**config.mk**
```make
export PLATFORM = sky130hd
export DESIGN_NAME = vga_console_writer
export DESIGN_NICKNAME = d
export VERILOG_FILES = /design/src/rtl/vga_console_writer.sv
export SDC_FILE = /design/constraint.sdc
export NUM_CORES = 1
export LEC_CHECK = 0
export ABC_AREA = 1
export ABC_CLOCK_PERIOD_IN_PS = 3020
export CAP_MARGIN = 20
export CORE_ASPECT_RATIO = 1.75
export CORE_MARGIN = 2
export CORE_UTILIZATION = 40
export CTS_CLUSTER_SIZE = 20
export DETAILED_ROUTE_END_ITERATION = 16
export PLACE_DENSITY_LB_ADDON = 0.08
export SETUP_SLACK_MARGIN = 0.05
export SLEW_MARGIN = 20
export SYNTH_ARGS = -nofsm -noshare
export SYNTH_HDL_FRONTEND = slang
export SYNTH_SLANG_ARGS = --single-unit
```
**constraint.sdc**
```tcl
create_clock -name clk -period 3.02 [get_ports clk]
set_clock_uncertainty 0.1 [all_clocks]
set_input_delay 0.453 -clock clk [delete_from_list [all_inputs] [get_ports clk]]
set_output_delay 0.453 -clock clk [all_outputs]
set_load 0.02 [all_outputs]
```
**src/rtl/vga_console_writer.sv**
```systemverilog
// Byte-stream console writer for the 98x36 text video RAM: cursor, control codes, clear, wrap.
// Optional macro VGA_CONSOLE_SCROLL_EN: bottom-row overflow scrolls the screen instead of wrapping to row 0.
module vga_console_writer #(
    parameter logic [31:0] BASE_ADDR  = 32'h0003_0000,
    parameter int          COLS       = 98,
    parameter int          ROWS       = 36,
    parameter bit          CLR_ON_RST = 1'b1
) (
    input  logic        clk,
    input  logic        rst,
    input  logic        i_valid,
    output logic        o_ready,
    input  logic [7:0]  i_char,
    output logic [5:0]  o_row,
    output logic [6:0]  o_col,
    output logic        o_busy,
    output logic        rd_req,
    input  logic        rd_gnt,
    output logic [31:0] rd_addr,
    input  logic [31:0] rd_data,
    output logic        wr_req,
    input  logic        wr_gnt,
    output logic [31:0] wr_addr,
    output logic [31:0] wr_data,
    output logic [3:0]  wr_be
);

    localparam logic [11:0] COLS_W    = 12'(COLS);
    localparam logic [11:0] LAST_CELL = 12'(ROWS * COLS - 1);
    localparam logic [5:0]  LAST_ROW  = 6'(ROWS - 1);
    localparam logic [6:0]  LAST_COL  = 7'(COLS - 1);
    localparam logic [7:0]  SPACE     = 8'h20;

`ifdef VGA_CONSOLE_SCROLL_EN
    localparam logic [11:0] SCRL_LAST = 12'((ROWS - 1) * COLS - 1);
    typedef enum logic [2:0] {
        IDLE = 3'd0, WRITE = 3'd1, ADV_ROW = 3'd2, CLR_ROW = 3'd3, CLR_ALL = 3'd4,
        SCRL_RD = 3'd5, SCRL_WAIT = 3'd6, SCRL_WR = 3'd7
    } state_t;
`else
    typedef enum logic [2:0] {
        IDLE = 3'd0, WRITE = 3'd1, ADV_ROW = 3'd2, CLR_ROW = 3'd3, CLR_ALL = 3'd4
    } state_t;
`endif

    function automatic logic [3:0] lane_be(input logic [1:0] lane);
        return 4'b0001 << lane;
    endfunction

    function automatic logic [7:0] lane_byte(input logic [31:0] word, input logic [1:0] lane);
        logic [7:0] b;
        case (lane)
            2'd0:    b = word[7:0];
            2'd1:    b = word[15:8];
            2'd2:    b = word[23:16];
            2'd3:    b = word[31:24];
            default: b = word[7:0];
        endcase
        return b;
    endfunction

    state_t      state_r, state_nx_s;
    logic [5:0]  row_r, row_nx_s;
    logic [6:0]  col_r, col_nx_s;
    logic [11:0] ptr_r, ptr_nx_s;
    logic [7:0]  char_r, char_nx_s;
    logic [11:0] cursor_idx_s, row_base_s;
    logic        accept_s, wr_done_s;
    logic        wr_req_nx_s;
    logic [31:0] wr_addr_nx_s, wr_data_nx_s;
    logic [3:0]  wr_be_nx_s;

    assign row_base_s   = {6'd0, row_r} * COLS_W;
    assign cursor_idx_s = row_base_s + {5'd0, col_r};
    assign accept_s     = i_valid & o_ready;
    assign wr_done_s    = wr_req & wr_gnt;
    assign o_row        = row_r;
    assign o_col        = col_r;

`ifdef VGA_CONSOLE_SCROLL_EN
    logic [11:0] rd_idx_s, rd_idx_nx_s;
    logic        rd_req_nx_s;
    logic [31:0] rd_addr_nx_s;
    assign rd_idx_s = ptr_r + COLS_W;
`else
    logic unused_s;
    assign unused_s = ^{rd_gnt, rd_data};
    assign rd_req   = 1'b0;
    assign rd_addr  = 32'd0;
`endif

    // State and cursor/datapath registers
    always_ff @(posedge clk or posedge rst) begin
        if (rst) begin
            state_r <= CLR_ON_RST ? CLR_ALL : IDLE;
            row_r   <= 6'd0;
            col_r   <= 7'd0;
            ptr_r   <= 12'd0;
            char_r  <= SPACE;
        end else begin
            state_r <= state_nx_s;
            row_r   <= row_nx_s;
            col_r   <= col_nx_s;
            ptr_r   <= ptr_nx_s;
            char_r  <= char_nx_s;
        end
    end

    // Next-state, cursor and cell-pointer decode
    always_comb begin
        state_nx_s = state_r;
        row_nx_s   = row_r;
        col_nx_s   = col_r;
        ptr_nx_s   = ptr_r;
        char_nx_s  = char_r;
        case (state_r)
            IDLE: begin
                if (!accept_s) begin
                    state_nx_s = IDLE;
                end else if (i_char >= 8'h20) begin
                    char_nx_s  = i_char;
                    ptr_nx_s   = cursor_idx_s;
                    state_nx_s = WRITE;
                end else begin
                    case (i_char)
                        8'h0A: begin
                            col_nx_s   = 7'd0;
                            state_nx_s = ADV_ROW;
                        end
                        8'h0D: col_nx_s = 7'd0;
                        8'h08: begin
                            if (col_r != 7'd0) col_nx_s = col_r - 7'd1;
                            else               col_nx_s = col_r;
                        end
                        8'h0C: begin
                            row_nx_s   = 6'd0;
                            col_nx_s   = 7'd0;
                            ptr_nx_s   = 12'd0;
                            char_nx_s  = SPACE;
                            state_nx_s = CLR_ALL;
                        end
                        default: state_nx_s = IDLE;
                    endcase
                end
            end
            WRITE: begin
                if (!wr_done_s) begin
                    state_nx_s = WRITE;
                end else if (col_r == LAST_COL) begin
                    col_nx_s   = 7'd0;
                    state_nx_s = ADV_ROW;
                end else begin
                    col_nx_s   = col_r + 7'd1;
                    state_nx_s = IDLE;
                end
            end
            ADV_ROW: begin
                if (row_r < LAST_ROW) begin
                    row_nx_s   = row_r + 6'd1;
                    state_nx_s = IDLE;
                end else begin
`ifdef VGA_CONSOLE_SCROLL_EN
                    ptr_nx_s   = 12'd0;
                    state_nx_s = SCRL_RD;
`else
                    row_nx_s   = 6'd0;
                    ptr_nx_s   = 12'd0;
                    char_nx_s  = SPACE;
                    state_nx_s = CLR_ROW;
`endif
                end
            end
            CLR_ROW: begin
                if (!wr_done_s)                                   state_nx_s = CLR_ROW;
                else if (ptr_r == row_base_s + {5'd0, LAST_COL})  state_nx_s = IDLE;
                else                                              ptr_nx_s   = ptr_r + 12'd1;
            end
            CLR_ALL: begin
                if (!wr_done_s) begin
                    state_nx_s = CLR_ALL;
                end else if (ptr_r == LAST_CELL) begin
                    row_nx_s   = 6'd0;
                    col_nx_s   = 7'd0;
                    state_nx_s = IDLE;
                end else begin
                    ptr_nx_s   = ptr_r + 12'd1;
                end
            end
`ifdef VGA_CONSOLE_SCROLL_EN
            SCRL_RD: begin
                if (rd_req && rd_gnt) state_nx_s = SCRL_WAIT;
                else                  state_nx_s = SCRL_RD;
            end
            SCRL_WAIT: begin
                char_nx_s  = lane_byte(rd_data, rd_idx_s[1:0]);
                state_nx_s = SCRL_WR;
            end
            SCRL_WR: begin
                if (!wr_done_s) begin
                    state_nx_s = SCRL_WR;
                end else if (ptr_r == SCRL_LAST) begin
                    ptr_nx_s   = SCRL_LAST + 12'd1;
                    char_nx_s  = SPACE;
                    state_nx_s = CLR_ROW;
                end else begin
                    ptr_nx_s   = ptr_r + 12'd1;
                    state_nx_s = SCRL_RD;
                end
            end
`endif
            default: state_nx_s = IDLE;
        endcase
    end

    // Bus request values derived from the upcoming state so they can be registered
    always_comb begin
        case (state_nx_s)
            WRITE, CLR_ROW, CLR_ALL: wr_req_nx_s = 1'b1;
`ifdef VGA_CONSOLE_SCROLL_EN
            SCRL_WR:                 wr_req_nx_s = 1'b1;
`endif
            default:                 wr_req_nx_s = 1'b0;
        endcase
        wr_addr_nx_s = BASE_ADDR + {20'd0, ptr_nx_s[11:2], 2'b00};
        wr_be_nx_s   = lane_be(ptr_nx_s[1:0]);
        wr_data_nx_s = {4{char_nx_s}};
`ifdef VGA_CONSOLE_SCROLL_EN
        rd_req_nx_s  = (state_nx_s == SCRL_RD);
        rd_idx_nx_s  = ptr_nx_s + COLS_W;
        rd_addr_nx_s = BASE_ADDR + {20'd0, rd_idx_nx_s[11:2], 2'b00};
`endif
    end

    // Registered handshake and status outputs
    always_ff @(posedge clk or posedge rst) begin
        if (rst) begin
            o_ready <= 1'b0;
            o_busy  <= CLR_ON_RST;
            wr_req  <= 1'b0;
            wr_addr <= 32'd0;
            wr_data <= 32'd0;
            wr_be   <= 4'd0;
`ifdef VGA_CONSOLE_SCROLL_EN
            rd_req  <= 1'b0;
            rd_addr <= 32'd0;
`endif
        end else begin
            o_ready <= (state_nx_s == IDLE);
            o_busy  <= (state_nx_s != IDLE);
            wr_req  <= wr_req_nx_s;
            wr_addr <= wr_addr_nx_s;
            wr_data <= wr_data_nx_s;
            wr_be   <= wr_be_nx_s;
`ifdef VGA_CONSOLE_SCROLL_EN
            rd_req  <= rd_req_nx_s;
            rd_addr <= rd_addr_nx_s;
`endif
        end
    end

endmodule
```
* Word-level counts from Yosys, hierarchy flattened
Index checks and enable logic that the tools add are counted.
Word-level totals: bits in registers 94, output and inout bits 117, logic and storage cells 99
Operators by class: shift operators 1, bitwise logic cells 2, equal/unequal tests 22, multiplexer cells 42, reductions and logical operators 11, add/subtract/negate cells 7, multipliers 1, magnitude comparators 2
Operators by type and width (number):
- $mux W12 | 8
- $mux W7 | 7
- $pmux W12 S4 | 1
- $mux W6 | 6
- $eq A8 B4 Y1 const B | 4
- $mux W8 | 4
- $pmux W7 S3 | 1
- $add A18 B12 Y19 const A | 1
- $mux W3 | 6
- $pmux W6 S3 | 1
- $pmux W8 S2 | 1
- $pmux W3 S5 | 1
- $pmux W7 S2 | 1
- $add A12 B1 Y12 const B | 1
- $add A12 B7 Y12 | 1
- $add A12 B7 Y12 const B | 1
- $eq A12 B12 Y1 | 1
- $eq A12 B12 Y1 const B | 1
- $mul A6 B6 Y11 const B | 1
- $ne A2 B2 Y1 const B | 5
- $eq A3 B2 Y1 const B | 3
- $pmux W3 S3 | 1
- $reduce_bool A3 Y1 | 3
- $ge A8 B6 Y1 const B | 1
- other kinds (20) | 27

* Longest topological paths before layout
depth after elaboration 9, gate-level depth with buffers 22, depth with buffers taken out 22

* Worst setup path before layout
Ideal clock, no wire load.
kind flip-flop to flip-flop, start point register row_r[2], in the netlist o_row[2], end point register wr_be[2], data arrival time 3227 ps, period minus slack after synthesis 3440 ps, slack -420 ps, required time 2807 ps, cell stages (with the launch flop) 21, cell sequence dfrtp_1 -> inv_1 -> ha_1 -> ha_1 -> ha_1 -> fa_1 -> nand2_1 -> inv_1 -> nand2_1 -> nand2_1 -> nand3_1 -> nand2_1 -> nand4_1 -> nor2_2 -> nand2_4 -> nand3_1 -> nand3_1 -> nand2_1 -> nand2_1 -> nand2_1 -> inv_1
Between the ends: longest elaborated chain between the ends 7
Ends and longest elaborated chain:
- start, declared | line 63 | logic [5:0] row_r, row_nx_s;
- start signal, assigned | line 102 | row_r <= row_nx_s;
- $mul A6 B6 Y11 | line 73 | assign row_base_s = {6'd0, row_r} * COLS_W;
- $add A12 B7 Y12 | line 175 | else if (ptr_r == row_base_s + {5'd0, LAST_COL}) state_nx_s = IDLE;
- $eq A12 B12 Y1 | line 175
- $mux W12 | line 175
- $mux W12 | line 174 | if (!wr_done_s) state_nx_s = CLR_ROW;
- $pmux W12 S4 * | line 116 | case (state_r)
- $shl A1 B2 Y4 * | line 47 | return 4'b0001 << lane;
- named net wr_be_nx_s[2] | line 71 | logic [3:0] wr_be_nx_s;
- end signal, assigned | line 253 | wr_be <= wr_be_nx_s;
- end, declared | line 25 | output logic [3:0] wr_be
Mark *: on every way through the listed nets, which the timed path passes. The rest lies on a longest branch. A chain may end at the register's enable or synchronous reset.

==> run_results.csv <==
group,metric,value,unit
detailed_routing,vias_per_cell,4.993,
synthesis,netlist_top_cells_area,"dfrtp_1 (21%), buf_4 (15%), nand2_1 (11%)",
clocking,cts.clk_slew.worst_paths,0.07,ns
sta,hold_ws,0.4802,ns
clocking,cts_tree,"built",
layout,multi_input_area,3120,um^2
grt,grt.total_usage,22.63,%
placed_design,routabilityCongestion,0.9401,
setup_path,crit_required,3.10,ns
layout,diodes,0,
clocking,cts_buffers,5,
synthesis,synth_top_area_share,21.06,%
setup_path,cpMaxStageDelayCell,"fa_2",
floorplan,start_util,40.59,%
sta,timing.final.ws_setup,-0.3547,ns
synthesis,ys_ff_latch,45,
run_status,violations,"setup timing",
setup_path,cp.arrival,3.46,ns
detailed_routing,first_pass_iters,5,
synthesis,synthMuxAreaShare,0.2006,%
layout,nFillCells,1243,
grt,grt_pass1_vias,4604,
setup_path,crit_path_max_incr_delay,0.56,ns
synthesis,synth_common_cells,"nand2_1 (145), buf_4 (97), inv_1 (92)",
synthesis,yosysWarnings,0,
run_status,outcome,"complete, but fails checks",
power,powerDensity,855.0,nW/um^2
setup_path,critPathKind,"reg2reg",
synthesis,seq_area_frac_synth,22.64,%
setup_path,cp.buffers_inverters,1,
layout,area_delta_synth_final,22.56,%
clocking,htree_levels,2,
grt,antenna_found_initial,0,
floorplan,fp.dieH,151.8,um
synthesis,synthAdderAreaFrac,9.576,%
grt,grt_pass1_wl,23.07,mm
floorplan,core_area,12300,um^2
detailed_routing,drcViolationCount,0,
sta,post-route-period-util,111.7,%
synthesis,ys.flop_type,"dfrtp_1",
setup_path,cp-start-kind,"flop",
synthesis,synth_cells,711,
sta,rsz0062_at_grt,"yes",
setup_path,path_cells,"ha_4 -> xor2_4 -> ha_4 -> ha_4 -> fa_2 -> nand2_2 -> buf_4 -> nor2_2 -> nand3_1 -> nand3_1 -> nand2_2 -> nand2_4 -> nand2_8 -> nand2_2 -> nand2_2 -> o21ai_1 -> nand3_1",
placed_design,dp.final_hpwl,12.12,mm
run,cap_violations,0,
grt,grt_max_degree,38,
synthesis,synth_top_family_by_area,"simple AND/OR/NAND/NOR gates",
synthesis,ys_types,49,
layout,drive_gt1_share,17.07,%
layout,fin_cells,959,
layout,final_nets,872,
clocking,holdBufCountCts,0,
setup_path,worstPathMaxFanout,9,
floorplan,row_count,54,
synthesis,mappedNetlistArea,4991,um^2
layout,area.sequential,1135,um^2
synthesis,yosysTopAreaCell,"dfrtp_1",
sta,maxSlewHeadroom,33.80,%
placed_design,numPortBuffers,75,
clocking,cts_buffer_depth,2,
setup_path,endpoint_kind,"flop",
sta,maxSlewViolCount,0,
floorplan,die_x,88.44,um
clocking,cts_root_buf,"clkbuf_16",
synthesis,synth_edf_count,0,
synthesis,async_reset_ff_share,100.0,%
placed_design,place_inst,949,
clocking,worstSkewPairLatency,0.30,ns
setup_path,critPathMostFrequentCell,"nand2_2",
synthesis,synth_compound_area_share,12.51,%
sta,setup_violations,21,
sta,period_minus_slack,3.375,ns
power,p_leak,0.002947,uW
sta,hold_viol_final,0,
synthesis,syn-mean-instance-area,7.020,um^2
detailed_routing,ant_nets,0,
detailed_routing,wire_per_inst,15.63,um
setup_path,worst_path_dominant_cell_family,"adder cells",
hold_path,hold_class,"reg2reg",
synthesis,synthMostInstantiatedCell,"nand2_1",
sta,worstMarginPinSlew,0.9894,ns
synthesis,synth-simple-area-share,27.80,%
detailed_routing,drt-total-wl,14.99,mm
synthesis,synth_xor_area_share,4.212,%
grt,grt-ovfl-total,0,
detailed_routing,drt_iter0_drc,309,
floorplan,ios,162,
floorplan,die-area,13420,um^2
power,ir_worst_vdd,0.0004793,V
detailed_routing,dr_total_vias,4788,
clocking,clkSinkCount,45,
sta,max_freq,0.2963,GHz
## worst reg2reg max path: cells and delay by family, from the launching register on
kind | cells | cell delay (ns)
adders and majority gates | 4 | 1.25
buffers and inverters | 1 | 0.14
DFF | 1 | 0.46
xor gates and xnor gates | 1 | 0.17
AOI/OAI and AO/OA | 1 | 0.13
and+or+nand+nor | 10 | 1.01
## routing by layer
layer / track usage (%) / part of all wire, % / vias to the layer above
met4: 12.50 / 5.0 / 0
met1: 23.41 / 35 / 2194
met2: 42.41 / 54 / 222
li1: - / - / 2325
met5: 0 / 0 / -
met3: 3.088 / 5.5 / 47
## placed cells by master, fill, tap and decap left out, drive strengths merged, types with 2 or more instances in the layout
cell type / count
nand2: 153
inv: 100
clkdlybuf4s50: 75
nand3: 64
nor2: 57
conb: 54
buf: 50
dfrtp: 42
ha: 35
o21ai: 33
a21oi: 29
xor2: 19
o22ai: 16
nor3: 11
nand4: 8
a22oi: 7
xnor2: 5
clkbuf: 5
o211ai: 4
o2111ai: 4
a31oi: 3
dfstp: 3
nand3b: 2
fa: 2
## cells by family after synthesis
logic type	Yosys count
other cells	2
xor+xnor	24
fa+ha+maj	37
buf+inv	204
mux	1
compound gates	100
flops	45
simple gates	298
## area by class of cell
| cell class | count | share of cell area (%) |
|---|---|---|
| Multi-Input combinational cell | 514 | 51.01 |
| Sequential cell | 45 | 18.55 |
| Timing Repair Buffer | 125 | 18.47 |
| Inverter | 99 | 6.075 |
| Tap cell | 168 | 3.436 |
| Clock buffer | 5 | 2.045 |
| Clock inverter | 3 | 0.4091 |
## per-stage QoR
stage          cell area (um^2)  setup WS [ns]  TNS (ns)  power (uW)  util [%]
2_1_floorplan              5296        -0.2157    -3.664        3631         -
3_3_place_gp               5846        -0.3673    -6.098        4532     47.54
3_5_place_dp               5846        -0.4441    -7.323        4570     47.54
4_1_cts                    6087        -0.3121    -5.310        5230     49.50
5_1_grt                    6117        -0.5512    -9.988        5617     49.75
6_report                   6117        -0.3547    -6.035        5230     49.75
## power by group
| part | internal [uW] | switching, uW |
|---|---|---|
| clock | 312 | 277 |
| combinational | 1440 | 2010 |
| sequential | 842 | 345 |
| total | 2600 | 2630 |
## worst paths after layout
path | startpoint | end | slack, ns | cells past startpoint
max in group asynchronous | rst | o_col[2] | 1.66 | 3
min in group asynchronous | rst | wr_addr[16] | 0.54 | 2
hold / removal | flop | flop | 0.48 | 2
setup reg to reg | o_row[1] | flop | -0.35 | 17
hold reg to reg | flop | flop | 0.48 | 2
setup / recovery | o_row[1] | flop | -0.35 | 17
## timing repair
action / 4_1_cts / 5_1_grt
hold endpoints to repair: 0 / 0
buffers inserted: 0 / 2
setup endpoints to repair: 21 / 21
gates resized for setup: 18 / 4
pin swaps: 8 / 5
(Power assumes the default switching activity.)
